[src/rtl/mac_request_scheduler_if.sv]
// Handshake/control bundle between the sample sources, the MAC datapath and the request scheduler.
// master = scheduler side; slave = sources/datapath/consumer side.
interface mac_request_scheduler_if #(
    parameter int NREQ = 4,
    parameter int SELW = 2,
    parameter int IDW  = 2
);
    logic [NREQ-1:0] req;
    logic [NREQ-1:0] grant;
    logic            load_sample;
    logic            clear_accum;
    logic            accum_en;
    logic [SELW-1:0] mux_sel;
    logic            result_latch;
    logic            res_valid;
    logic            res_ready;
    logic [IDW-1:0]  res_id;
    logic            busy;

    modport master (
        input  req, res_ready,
        output grant, load_sample, clear_accum, accum_en, mux_sel,
               result_latch, res_valid, res_id, busy
    );

    modport slave (
        output req, res_ready,
        input  grant, load_sample, clear_accum, accum_en, mux_sel,
               result_latch, res_valid, res_id, busy
    );
endinterface

[src/rtl/mac_request_scheduler.sv]
// Round-robin scheduler sharing one TAPS-tap MAC datapath among NREQ sources; MAC_SCHED_B2B_EN chains HOLD->CLEAR.
// Latency: grant+load_sample 1 cycle after req seen in IDLE, res_valid TAPS+3 cycles after; TAPS+4 cycles/txn (TAPS+3 with B2B).
// Backpressure: HOLD freezes every output until res_ready; new requests are only arbitrated at IDLE (or HOLD exit with B2B).
module mac_request_scheduler #(
    parameter int NREQ = 4,
    parameter int TAPS = 4,
    parameter int SELW = $clog2(TAPS),
    parameter int IDW  = $clog2(NREQ)
) (
    input  logic                    clk,
    input  logic                    reset,
    mac_request_scheduler_if.master bus
);

    typedef enum logic [2:0] {
        IDLE  = 3'd0,
        CLEAR = 3'd1,
        ACCUM = 3'd2,
        LATCH = 3'd3,
        HOLD  = 3'd4
    } state_t;

    localparam logic [SELW-1:0] TAP_LAST = SELW'(TAPS - 1);

    state_t          state;
    logic [SELW-1:0] tap_cnt;
    logic [IDW-1:0]  rr_last;
    logic [NREQ-1:0] grant_q;
    logic            load_q;
    logic            clear_q;
    logic            accum_q;
    logic            latch_q;
    logic            valid_q;
    logic [IDW-1:0]  id_q;
    logic            busy_q;

    logic            arb_any;
    logic [IDW-1:0]  arb_winner;
    logic [IDW-1:0]  cand;
    logic            start_txn;

    // Search starts one past the previous winner so every source gets a turn.
    always_comb begin
        arb_any    = 1'b0;
        arb_winner = '0;
        cand       = '0;
        for (int i = 1; i <= NREQ; i++) begin
            cand = IDW'((int'(rr_last) + i) % NREQ);
            if (!arb_any && bus.req[cand]) begin
                arb_any    = 1'b1;
                arb_winner = cand;
            end
        end
    end

`ifdef MAC_SCHED_B2B_EN
    assign start_txn = arb_any && ((state == IDLE) || ((state == HOLD) && bus.res_ready));
`else
    assign start_txn = arb_any && (state == IDLE);
`endif

    always_ff @(posedge clk) begin
        if (reset) begin
            state   <= IDLE;
            tap_cnt <= '0;
            rr_last <= IDW'(NREQ - 1);
            grant_q <= '0;
            load_q  <= 1'b0;
            clear_q <= 1'b0;
            accum_q <= 1'b0;
            latch_q <= 1'b0;
            valid_q <= 1'b0;
            id_q    <= '0;
            busy_q  <= 1'b0;
        end else begin
            load_q  <= 1'b0;
            clear_q <= 1'b0;
            latch_q <= 1'b0;

            case (state)
                IDLE: ;
                CLEAR: begin
                    state   <= ACCUM;
                    accum_q <= 1'b1;
                    tap_cnt <= '0;
                end
                ACCUM: begin
                    if (tap_cnt == TAP_LAST) begin
                        state   <= LATCH;
                        accum_q <= 1'b0;
                        latch_q <= 1'b1;
                        tap_cnt <= '0;
                    end else begin
                        tap_cnt <= tap_cnt + SELW'(1);
                    end
                end
                LATCH: begin
                    state   <= HOLD;
                    valid_q <= 1'b1;
                end
                HOLD: begin
                    if (bus.res_ready) begin
                        state   <= IDLE;
                        valid_q <= 1'b0;
                        grant_q <= '0;
                        busy_q  <= 1'b0;
                    end
                end
                default: state <= IDLE;
            endcase

            // Overrides the HOLD exit above when a back-to-back start is taken.
            if (start_txn) begin
                state   <= CLEAR;
                grant_q <= NREQ'(1) << arb_winner;
                rr_last <= arb_winner;
                id_q    <= arb_winner;
                load_q  <= 1'b1;
                clear_q <= 1'b1;
                tap_cnt <= '0;
                busy_q  <= 1'b1;
            end
        end
    end

    // mux_sel tracks the tap counter, which is 0 outside ACCUM.
    assign bus.grant        = grant_q;
    assign bus.load_sample  = load_q;
    assign bus.clear_accum  = clear_q;
    assign bus.accum_en     = accum_q;
    assign bus.mux_sel      = tap_cnt;
    assign bus.result_latch = latch_q;
    assign bus.res_valid    = valid_q;
    assign bus.res_id       = id_q;
    assign bus.busy         = busy_q;

endmodule

[src/flat_wrapper.sv]
// flat-port wrapper written by rule: the top's interface ports become plain ports
module mac_request_scheduler_flat 
#(
    parameter int NREQ = 4,
    parameter int TAPS = 4,
    parameter int SELW = $clog2(TAPS),
    parameter int IDW  = $clog2(NREQ)
)
  (clk, reset, bus_req, bus_res_ready, bus_grant, bus_load_sample, bus_clear_accum, bus_accum_en, bus_mux_sel, bus_result_latch, bus_res_valid, bus_res_id, bus_busy);
  mac_request_scheduler_if #(.NREQ(NREQ), .SELW(SELW), .IDW(IDW)) bus_i ();
  input  logic clk;
  input  logic reset;
  input wire logic [$bits(bus_i.req)-1:0] bus_req;
  input wire logic [$bits(bus_i.res_ready)-1:0] bus_res_ready;
  output wire logic [$bits(bus_i.grant)-1:0] bus_grant;
  output wire logic [$bits(bus_i.load_sample)-1:0] bus_load_sample;
  output wire logic [$bits(bus_i.clear_accum)-1:0] bus_clear_accum;
  output wire logic [$bits(bus_i.accum_en)-1:0] bus_accum_en;
  output wire logic [$bits(bus_i.mux_sel)-1:0] bus_mux_sel;
  output wire logic [$bits(bus_i.result_latch)-1:0] bus_result_latch;
  output wire logic [$bits(bus_i.res_valid)-1:0] bus_res_valid;
  output wire logic [$bits(bus_i.res_id)-1:0] bus_res_id;
  output wire logic [$bits(bus_i.busy)-1:0] bus_busy;
  assign bus_i.req = bus_req;
  assign bus_i.res_ready = bus_res_ready;
  assign bus_grant = bus_i.grant;
  assign bus_load_sample = bus_i.load_sample;
  assign bus_clear_accum = bus_i.clear_accum;
  assign bus_accum_en = bus_i.accum_en;
  assign bus_mux_sel = bus_i.mux_sel;
  assign bus_result_latch = bus_i.result_latch;
  assign bus_res_valid = bus_i.res_valid;
  assign bus_res_id = bus_i.res_id;
  assign bus_busy = bus_i.busy;
  mac_request_scheduler #(.NREQ(NREQ), .TAPS(TAPS), .SELW(SELW), .IDW(IDW)) u_core (.clk(clk), .reset(reset), .bus(bus_i));
endmodule
[config.mk]
export PLATFORM = sky130hd
export DESIGN_NAME = mac_request_scheduler_flat
export DESIGN_NICKNAME = d
export VERILOG_FILES = /design/src/rtl/mac_request_scheduler_if.sv /design/src/rtl/mac_request_scheduler.sv /design/src/flat_wrapper.sv
export SDC_FILE = /design/constraint.sdc
export NUM_CORES = 1
export LEC_CHECK = 0
export CAP_MARGIN = 20
export CORE_UTILIZATION = 40
export DETAILED_ROUTE_END_ITERATION = 16
export DONT_BUFFER_PORTS = 1
export PLACE_DENSITY = 0.51
export SETUP_SLACK_MARGIN = 0.1
export SLEW_MARGIN = 15
export SYNTH_ARGS = -nofsm -noshare
export SYNTH_HDL_FRONTEND = slang
export SYNTH_SLANG_ARGS = --single-unit
export TNS_END_PERCENT = 20
[constraint.sdc]
create_clock -name clk -period 2.37 [get_ports clk]
set_input_delay 0.1185 -clock clk [delete_from_list [all_inputs] [get_ports clk]]
set_output_delay 0.1185 -clock clk [all_outputs]
set_load 0.01 [all_outputs]
# == After elaboration in Yosys (flattened, before gate mapping) ==
# Cells that the tools add are included.
# totals
out_inout_bits,14
wordCells,85
reg_bits,18
inputBits,7
# op_classes
muxes,33
n_bitwise,2
n_lt_le_gt_ge,4
reduce_logical,19
n_eq_ne,10
shift,1
n_addsub,5
# op_table
operator,count
$mux W1,15
$pmux W3 S5,1
$lt A2 B3 Y1 const B,4
$mux W4,3
$mux W2,5
$bmux W1 S2,4
$reduce_bool A2 Y1,4
$add A2 B1 Y2 const B,3
$eq A3 B2 Y1 const B,2
$mux W3,2
$reduce_and A2 Y1,3
$reduce_and A3 Y1,2
$add A2 B2 Y2 const B,2
$logic_and A1 B1 Y1,4
$ne A2 B1 Y1 const B,2
$pmux W1 S2,2
$pmux W2 S2,1
$reduce_or A2 Y1,2
$shl A1 B2 Y4 const A,1
$eq A3 B1 Y1 const B,1
$eq A3 B3 Y1 const B,1
$logic_not A1 Y1,3
$logic_not A3 Y1,1
$ne A3 B1 Y1 const B,1
other kinds (4),5

# == Depth between registers and ports, before layout ==
# Gate-level depths: netlist of the first run.
# depth
ltp_word,16
depth_mapped,5

# == Worst setup path before layout of the first run ==
# Ideal clock, no wire load.
# synth_path
path_kind,register -> register
start,register u_core.tap_cnt[0] (netlist: u_core.bus.mux_sel[0])
end,register u_core.tap_cnt[0] (netlist: u_core.bus.mux_sel[0])
path_stages_with_launch,6
arrival_time_ps,1449
setup_time_ps,78
setup_slack_ps,843
required_ps,2292
path_cell_list,dfxtp_1 -> ha_1 -> or4b_2 -> a21oi_1 -> a21oi_1 -> nor3_1
# synth_via
elab_chain_cells,3
# synth_lines
item,line_no,source
from (decl),mac_request_scheduler.sv:26,logic [SELW-1:0] tap_cnt;
from (signal assigned),mac_request_scheduler.sv:94,tap_cnt <= tap_cnt + SELW'(1);
$add A2 B1 Y2 or $eq A2 B2 Y1 (tied branches),"mac_request_scheduler.sv:94, mac_request_scheduler.sv:88",
$mux W2 (*),mac_request_scheduler.sv:88,if (tap_cnt == TAP_LAST) begin
$pmux W2 S2 (*),mac_request_scheduler.sv:80,case (state)
# Every way passes the cells marked *; elsewhere a longest branch is shown, timed or not.
# A chain may end at the register's enable or synchronous reset.

# == Worst setup path after layout of the first run ==
# Same ends and word-level chain as after synthesis.

==> results of run 1 <==
==> per-layer routing <==
metal,routed length [um],up-vias,track usage [%]
met5,0,-,0
met4,12,0,3.43
met3,87,2,6.92
met2,600,16,19.2
met1,801,273,22.7
li1,-,314,-
==> power breakdown <==
| part | internal (W) | switching (W) | leakage (nW) |
|---|---|---|---|
| Sequential | 0.000362 | 0.0000890 | 0.148 |
| Clock | 0.0000589 | 0.0000831 | 0.0138 |
| Combinational | 0.000108 | 0.000109 | 0.171 |
| Total | 0.000529 | 0.000281 | 0.333 |
==> cell families after synthesis <==
group / count (synthesis) / synth area share [%]
xor+xnor: 1 / 1.07
fa+ha+maj: 1 / 1.53
simple gates: 34 / 24.2
buf+inv: 5 / 3.06
flops: 18 / 44.1
compound gates: 26 / 23.0
mux: 2 / 3.06
==> layout make-up <==
| class | instances | share of cell area [%] |
|---|---|---|
| Clock buffer | 3 | 2.63 |
| Multi-Input combinational cell | 64 | 50.4 |
| Sequential cell | 18 | 42.1 |
| Tap cell | 25 | 3.65 |
| Timing Repair Buffer | 1 | 1.17 |
==> sequential cells by signal, summed over array words and instances, names as in the netlist <==
register / count
u_core.bus.load_sample: 1
u_core.state: 3
u_core.bus.busy: 1
u_core.bus.grant: 4
u_core.bus.res_valid: 1
u_core.bus.result_latch: 1
u_core.rr_last: 2
u_core.bus.accum_en: 1
u_core.bus.mux_sel: 2
u_core.bus.res_id: 2
==> stage by stage <==
stage / utilization [%] / hold slack [ps]
4_1_cts: 47.0 / 7.62
2_1_floorplan: - / 202
6_report: 47.0 / 12.2
3_5_place_dp: 45.2 / 193
5_1_grt: 47.0 / 2.66
3_3_place_gp: 45.2 / 190
==> Yosys cell counts (all sizes together) <==
| cell | number | area share (%) |
|---|---|---|
| nor2b | 3 | 2.3 |
| ha | 1 | 1.5 |
| a22o | 2 | 2.1 |
| a21oi | 12 | 8.7 |
| buf | 3 | 2.1 |
| or4b | 1 | 1.2 |
| nor2 | 6 | 3.1 |
| mux2 | 1 | 1.8 |
| and3b | 2 | 2.3 |
| dfxtp | 18 | 44 |
| xnor2 | 1 | 1.1 |
| o21ai | 1 | 0.61 |
| a21o | 1 | 0.92 |
| clkbuf | 2 | 0.92 |
| o22a | 1 | 1.1 |
| mux2i | 1 | 1.2 |
| nand2b | 3 | 2.3 |
| nand2 | 5 | 2.3 |
| o31ai | 1 | 0.92 |
| a2bb2oi | 2 | 2.1 |
| a21boi | 1 | 0.92 |
| o21a | 1 | 0.92 |
| a211oi | 2 | 1.8 |
| or4 | 1 | 1.4 |
| nor3 | 7 | 4.3 |
| or2 | 3 | 2.3 |
| nand3b | 3 | 2.8 |
| a32o | 2 | 2.8 |
==> repair_timing <==
item	CTS	global route
hold endpoints to repair	13	0
resized for setup	0	0
setup endpoints to repair	0	0
hold buffers	1	0
setup buffers	0	0
==> how the worst min path moves through the flow <==
stage | endpoint | slack (ps) | depth (start not counted)
global placement | u_core.bus.res_id[1]$_SDFFE_PP0P_ | 190 | 1
detailed placement | u_core.state[2]$_SDFFE_PP0P_ | 190 | 1
CTS | u_core.state[2]$_SDFFE_PP0P_ | 8 | 2
floorplan | u_core.bus.result_latch$_SDFF_PP0_ | 200 | 1
global route | u_core.state[2]$_SDFFE_PP0P_ | 3 | 2
finish | u_core.state[2]$_SDFFE_PP0P_ | 10 | 2
==> critical path, cell delays in order, from the launching register on <==
cell and delay, ps:
dfxtp_1 380, ha_1 230, or4b_2 610, a21oi_1 160
a21oi_1 50, nor3_1 120
==> results.md, run 1 <==
* Status: completed
* Wirelength, routed at about 1500 um
* Mean Syn Cell Area at 9.39 um2
* CP max FO at 5
* Largest net degree at the start of global routing at 14
* Hold Path Class: in -> reg
* Netlist Area Pre-Place at between 800 and 900 um2
* Final Power at 0.000810 W
* Root Buffer: clkbuf_4
* Aggregate negative setup slack at 0 ps
* Fraction of layout instances using a drive strength above 1 at 16.3%
* Endpoints failing setup at 0
* Max frequency at 0.619 GHz
* FF-to-FF path depth at 5
* Pwr dens at 946 nW/um2
* Antenna violations before repair at 0
* Worst EP required at 2580 ps
* Max cap viols at 0
* Placed cells at 107
* Multi-input logic area at 432 um2
* Via density at approximately 5.5
* Actual slew at the worst max-slew pin at 551 ps
* IO Count at 21
* Final setup margin at 755 ps
* DR pass1 iterations at 3
* RSZ-0062 raised after global routing: false
* 1st-iter DRT viols at 7
* First-pass GRT wire length at 2350 um
* Crit path arrival time at 1820 ps
* Congestion Overflow GR at 0
* CTS Buf Count at 3
* GRT Overall Usage at between 15 and 20%
* H-tree depth at 1
* R2R Setup Slk at 760 ps
* Nets@finish at 96
* Kind of end point of the critical path: flop
* Part of the cycle the worst path needs at about two thirds
* Starting Density at 44.9%
* Clk_skew at 5.05 ps
* R2R Path End: u_core.bus.mux_sel[0]$_SDFFE_PP0P_
* Total nets after synthesis at 95
* Die area at 2230 um2
* Wire length per cell at 13.5 um
* Clock transition at path regs at ~90 ps
* Most frequent cells in the layout: dfxtp_1 (18), a21oi_1 (11), nor3_1 (7), nand2_1 (5), nor2_1 (5)
* Max VDD drop at 569 uV
* N_diodes at 0
* CTS tree: done
* Post-synthesis sequential area ratio at 44.1%
* YS warnings at 0
* Final std cells w/o fill at 111
* Port Buffers at 0
* Slew Limit Fails at 0
* Finished layout cell area at 856 um2
* Die W at 47.2 um
* Synthesized instance count at 87
* CP endpoint: u_core.bus.mux_sel[0]$_SDFFE_PP0P_
* Final Hold Viols at 0
* Register area at 360 um2
* Dpl cell area at 823 um2
* Later-pin clock latency in the skew report at 280 ps
* Detailed Place HPWL at 1060 um
* Final ANT Viol Nets at 0
* Yosys reg bits at 18
* DP Worst Slack at ~770 ps
* LEAKAGE at 0.333 nW
* Area delta synth->final at 4.75%
* Via count at between 600 and 700
* Slew HR at 62.9%
* Critical path startpoint category: flop
* Most common cell after layout, fill and taps aside: dfxtp_1
* Fill cell count at 188
* Worst setup startpoint: u_core.bus.mux_sel[0]$_SDFFE_PP0P_
* Vias in the first global route at about 530
* Worst Hold Launch: bus_res_ready
* Cell Rows at 15
* Placer Congestion at 0.793
* Die height at 47.2 um
* Sink Count at 18
* Fin crit period at 1610 ps
* Origin of the critical flop-to-flop path: u_core.bus.mux_sel[0]$_SDFFE_PP0P_
* Core Box Area at between 1500 and 2000 um2
* Residual DRC at 0
* Unique masters post-synth at 32
* CP Class: reg -> reg
* CTS max path bufs at 2
Power figures use the tool's default switching activity.
==> run 2, diff against run 1 <==
clock period = 1.7 ns   (was 2.37 ns; I/O delays follow)
==> results.md, run 2 (same netlist as run 1, synthesis figures left out) <==
* Slew HR at 67.8% (+4.9 points)
* Max cap viols at 0 (unchanged)
* Detailed Place HPWL at 1160 um (+9.7%)
* Final ANT Viol Nets at 0 (unchanged)
* Part of the cycle the worst path needs at 86.8% (+19 points)
* Fraction of layout instances using a drive strength above 1 at 25.3% (+9.0 points)
* Slew Limit Fails at 0 (unchanged)
* Most common cell after layout, fill and taps aside: dfxtp_1
* CP max stage delay at 480 ps (-130 ps)
* Kind of end point of the critical path: flop
* Flop pwr share at 48.3% (-7.3 points)
* First-pass GRT wire length at 2350 um (unchanged)
* Max FFs per register at 4 (unchanged)
* Die area at 2230 um2 (unchanged)
* Switching part of the total at 33.5% (-1.3 points)
* Endpoints failing setup at 0 (unchanged)
* Critical path startpoint category: flop
* Max frequency at 0.678 GHz (+9.4%)
* Root Buffer: clkbuf_4
* Later-pin clock latency in the skew report at 290 ps (about the same)
* Vias in the first global route at 560 (+6.1%)
* Clock share of power at 21.0% (+3.5 points)
* Via density at 5.40 (-0.93%)
* Hold WS at 24.6 ps (+12.3 ps)
* Wirelength, routed at 1610 um (+7.0%)
* Most frequent cells in the layout: dfxtp_1 (17), a21oi_1 (10), nor3_1 (7), buf_4 (7)
* Sink Count at 18 (unchanged)
* Core Box Area at 1820 um2 (unchanged)
* Clock transition at path regs at 110 ps (+20 ps)
* Aggregate negative setup slack at 0 ps (unchanged)
* Wire length per cell at 13.4 um (-1.0%)
* Final Hold Viols at 0 (unchanged)
* 1st-iter DRT viols at 10 (+3)
* RSZ-0062 raised after global routing: false
* CTS max path bufs at 2 (unchanged)
* CP max FO at 5 (unchanged)
* Placer Congestion at 0.807 (+1.7%)
* P_sw at 0.000420 W (+49%)
* Die W at 47.2 um (unchanged)
* CTS Buf Count at 3 (unchanged)
* Status: completed
* CP top delay family: simple AND/OR/NAND/NOR gates
* CTS tree: done
* H-tree depth at 1 (unchanged)
* Actual slew at the worst max-slew pin at 482 ps (-69.7 ps)
* Largest net degree at the start of global routing at 14 (unchanged)
* Port Buffers at 0 (unchanged)
* Worst EP required at 1910 ps (-670 ps)
* Placed cells at 114 (+6.5%)
* Starting Density at 44.9% (unchanged)
* DR pass1 iterations at 4 (+1)
* Setup repair bufs after CTS at 0 (unchanged)
* Crit path arrival time at 1690 ps (-130 ps)
* Slowest-stage cell, CP: or4b_4
* GRT Overall Usage at 15.4% (+0.33 points)
* P_int at 0.000833 W (+58%)
* Final Power at 0.00125 W (+55%)
* Congestion Overflow GR at 0 (unchanged)
* N_diodes at 0 (unchanged)
* Cell Rows at 15 (unchanged)
* Via count at 648 (+7.1%)
* Max VDD drop at 589 uV (+3.5%)
* Clk_skew at 3.71 ps (-1.34 ps)
* Residual DRC at 0 (unchanged)
* CP Cell Sequence: ha_1 -> or4b_4 -> a21oi_2 -> a21oi_1 -> nor3_1
* Fin crit period at 1480 ps (-139 ps)
* Final std cells w/o fill at 120 (+8.1%)
* Buffers & Inverters on Critical Path at 0 (unchanged)
* Nets@finish at 104 (+8.3%)
* LEAKAGE at 0.383 nW (+15%)
* IO Count at 21 (unchanged)
* CP Class: reg -> reg
* Hold Path Class: in -> reg
* Comb power frac at 30.6% (+3.8 points)
* Pwr dens at 1330 nW/um2 (+40%)
* Antenna violations before repair at 0 (unchanged)
* Area delta synth->final at 15.5%
* Die height at 47.2 um (unchanged)
## run 2: cell type report
cell class,instances,area (um2)
Fill cell,176,877
Multi-Input combinational cell,64,439
Sequential cell,18,364
Timing Repair Buffer,9,72.6
Clock buffer,4,36.3
Tap cell,25,31.3
## run 2: worst register-to-register path: cells and delay by family, from the launching register on
kind                       cells  cell delay [ps]
adders and majority gates      1              210
AOI/OAI and AO/OA              2              160
and+or+nand+nor                2              640
DFF                            1              370
## run 2: path summary, 6_finish.rpt
kind                                 startpoint                                 end  slack (ps)  depth (start not counted)
max          u_core.bus.mux_sel[0]$_SDFFE_PP0P_  u_core.bus.mux_sel[0]$_SDFFE_PP0P_         220                          5
min                                       reset    u_core.bus.grant[3]$_SDFFE_PP0P_          20                          2
max reg2reg  u_core.bus.mux_sel[0]$_SDFFE_PP0P_  u_core.bus.mux_sel[0]$_SDFFE_PP0P_         220                          5
min reg2reg   u_core.bus.res_id[1]$_SDFFE_PP0P_   u_core.bus.res_id[1]$_SDFFE_PP0P_         510                          2
## run 2: routing by layer
layer | track usage (%) | vias up | share of wire [%]
met4 | 6.86 | 0 | 0.75
met2 | 21.4 | 14 | 41
met3 | 4.62 | 2 | 5.0
li1 | - | 335 | -
met1 | 21.8 | 297 | 53
met5 | 0 | - | 0
## run 2: metrics by stage
step	util [%]	setup WS (ps)	area, um2
floorplan	-	173	817
global placement	48.1	198	876
detailed placement	48.1	144	876
CTS	51.2	116	932
global route	51.8	119	943
finish	51.8	224	943
## run 2: repair_timing
action	in CTS	in global routing
resized for setup	0	4
endpoints found under the setup margin	0	1
hold endpoints to repair	13	0
hold buffers	2	0
## run 2: power by group through the flow
stage,combinational [W],clock (W),sequential (W)
5_1_grt,0.000423,0.000293,0.000618
4_1_cts,0.000378,0.000270,0.000605
3_3_place_gp,0.000367,0,0.000615
2_1_floorplan,0.000304,0,0.000584
6_report,0.000384,0.000263,0.000606
3_5_place_dp,0.000367,0,0.000615
==> run 3, diff against run 2 <==
clock period = 1.4 ns   (was 1.7 ns; I/O delays follow)
==> results.md, run 3 (same netlist as run 1, synthesis figures left out) <==
* CTS Buf Count at 3 (unchanged)
* DR pass1 iterations at 2 (-2)
* Vias in the first global route at 512 (-8.6%)
* Worst EP required at 1620 ps (-290 ps)
* Max VDD drop at 897 uV (+52%)
* Slowest-stage cell, CP: or4b_4
* H-tree depth at 1 (unchanged)
* Root Buffer: clkbuf_4
* Hold Path Class: in -> reg
* Starting Density at 44.9% (unchanged)
* Pwr dens at 1570 nW/um2 (+18%)
* Crit path arrival time at 1590 ps (-100 ps)
* Final Hold Viols at 13 (+13)
* Clock transition at path regs at 100 ps (about the same)
* Congestion Overflow GR at 0 (unchanged)
* Max FFs per register at 4 (unchanged)
* Most common cell after layout, fill and taps aside: dfxtp_1
* Slew HR at 77.6% (+9.8 points)
* Via density at 5.33 (-1.4%)
* Slew Limit Fails at 0 (unchanged)
* Die W at 47.2 um (unchanged)
* Later-pin clock latency in the skew report at 290 ps (about the same)
* CP max FO at 3 (-2)
* Kind of end point of the critical path: flop
* Die area at 2230 um2 (unchanged)
* DP Worst Slack at 41.0 ps (-103 ps)
* Part of the cycle the worst path needs at 98.1% (+11 points)
* Antenna violations before repair at 0 (unchanged)
* Buffers & Inverters on Critical Path at 0 (unchanged)
* Fin crit period at 1370 ps (-102 ps)
* Max frequency at 0.728 GHz (+7.4%)
* Endpoints failing setup at 0 (unchanged)
* CP top delay family: simple AND/OR/NAND/NOR gates
* Hold WS at -171 ps (-195 ps)
* Die height at 47.2 um (unchanged)
* P_int at 0.000989 W (+19%)
* Placer Congestion at 0.722 (-11%)
* CP Cell Sequence: ha_4 -> or4b_4 -> a21oi_2 -> a21oi_1 -> nor3_1
* Actual slew at the worst max-slew pin at 334 ps (-147 ps)
* First-pass GRT wire length at 2460 um (+4.4%)
* Final ANT Viol Nets at 0 (unchanged)
* Port Buffers at 0 (unchanged)
* Via count at 639 (-1.4%)
* IO Count at 21 (unchanged)
* Wirelength, routed at 1660 um (+3.2%)
* Detailed Place HPWL at 1210 um (+4.4%)
* Final setup margin at 26.5 ps (-198 ps)
* Largest net degree at the start of global routing at 16 (+2)
* RSZ-0062 raised after global routing: true
* Failing checks: negative hold slack
* Wire length per cell at 13.8 um (+3.2%)
* Residual DRC at 0 (unchanged)
* CTS max path bufs at 2 (unchanged)
* CP max stage delay at 470 ps (about the same)
* Area delta synth->final at 17.2%
* CTS tree: done
* LEAKAGE at 0.378 nW (-1.2%)
* Clock share of power at 17.9% (-3.1 points)
* Most frequent cells in the layout: dfxtp_1 (13), a21oi_1 (9), buf_4 (9), nor3_1 (6)
* Status: finished, violations left
* Core Box Area at 1820 um2 (unchanged)
* Critical path startpoint category: flop
* Max cap viols at 0 (unchanged)
* Switching part of the total at 34.0% (+0.53 points)
* Sink Count at 18 (unchanged)
* Nets@finish at 104 (unchanged)
* Flop pwr share at 49.1% (+0.8 points)
* 1st-iter DRT viols at 6 (-4)
* Clk_skew at 5.31 ps (+1.61 ps)
* CP Class: reg -> reg
* P_sw at 0.000510 W (+22%)
* Cell Rows at 15 (unchanged)
* Fraction of layout instances using a drive strength above 1 at 33.7% (+8.4 points)
* Comb power frac at 33.0% (+2.4 points)
* GRT Overall Usage at 16.1% (+0.69 points)
* N_diodes at 0 (unchanged)
==> run 3: metal layers <==
| layer | GRT usage, % | up-vias | share of wire [%] |
|---|---|---|---|
| met5 | 0 | - | 0 |
| met4 | 5.14 | 0 | 0.78 |
| met3 | 6.92 | 2 | 5.4 |
| met2 | 19.7 | 13 | 40 |
| met1 | 24.5 | 294 | 53 |
| li1 | - | 330 | - |
==> run 3: final cells by class <==
class	count	area, um2
multi-input combinational	64	460
clock buffer	4	26.3
sequential	18	372
timing repair buffer	9	67.6
tap	25	31.3
fill	177	863
==> run 3: timing repair <==
action,4_1_cts,5_1_grt
gates resized for setup,0,7
setup buffers,0,0
endpoints found under the hold margin,13,15
pin swaps,0,4
endpoints found under the setup margin,5,8
==> run 3: worst paths after layout <==
| check | from | to | slack [ps] | cells after the start |
|---|---|---|---|---|
| max reg2reg | u_core.bus.mux_sel[0]$_SDFFE_PP0P_ | u_core.bus.mux_sel[0]$_SDFFE_PP0P_ | 30 | 5 |
| max | u_core.bus.mux_sel[0]$_SDFFE_PP0P_ | u_core.bus.mux_sel[0]$_SDFFE_PP0P_ | 30 | 5 |
| min reg2reg | u_core.state[2]$_SDFFE_PP0P_ | u_core.state[1]$_SDFFE_PP0P_ | 520 | 1 |
| min | reset | u_core.bus.mux_sel[0]$_SDFFE_PP0P_ | -170 | 1 |
==> run 3: power groups by stage <==
stage	Clock [W]	Combinational (W)	Sequential [W]
6_report	0.000268	0.000494	0.000737
5_1_grt	0.000298	0.000547	0.000753
4_1_cts	0.000279	0.000488	0.000732
3_5_place_dp	0	0.000486	0.000744
3_3_place_gp	0	0.000487	0.000742
2_1_floorplan	0	0.000381	0.000712
==> run 3: per-stage QoR <==
stage,util [%],total power (W),setup TNS (ps),cell area (um2),instances
final,52.6,0.00150,0,957,120
after global routing,52.6,0.00160,-16.1,957,120
after CTS,51.8,0.00150,0,942,120
after detailed placement,50.3,0.00123,0,916,116
after global placement,50.3,0.00123,0,916,116
after floorplan,-,0.00109,0,842,87
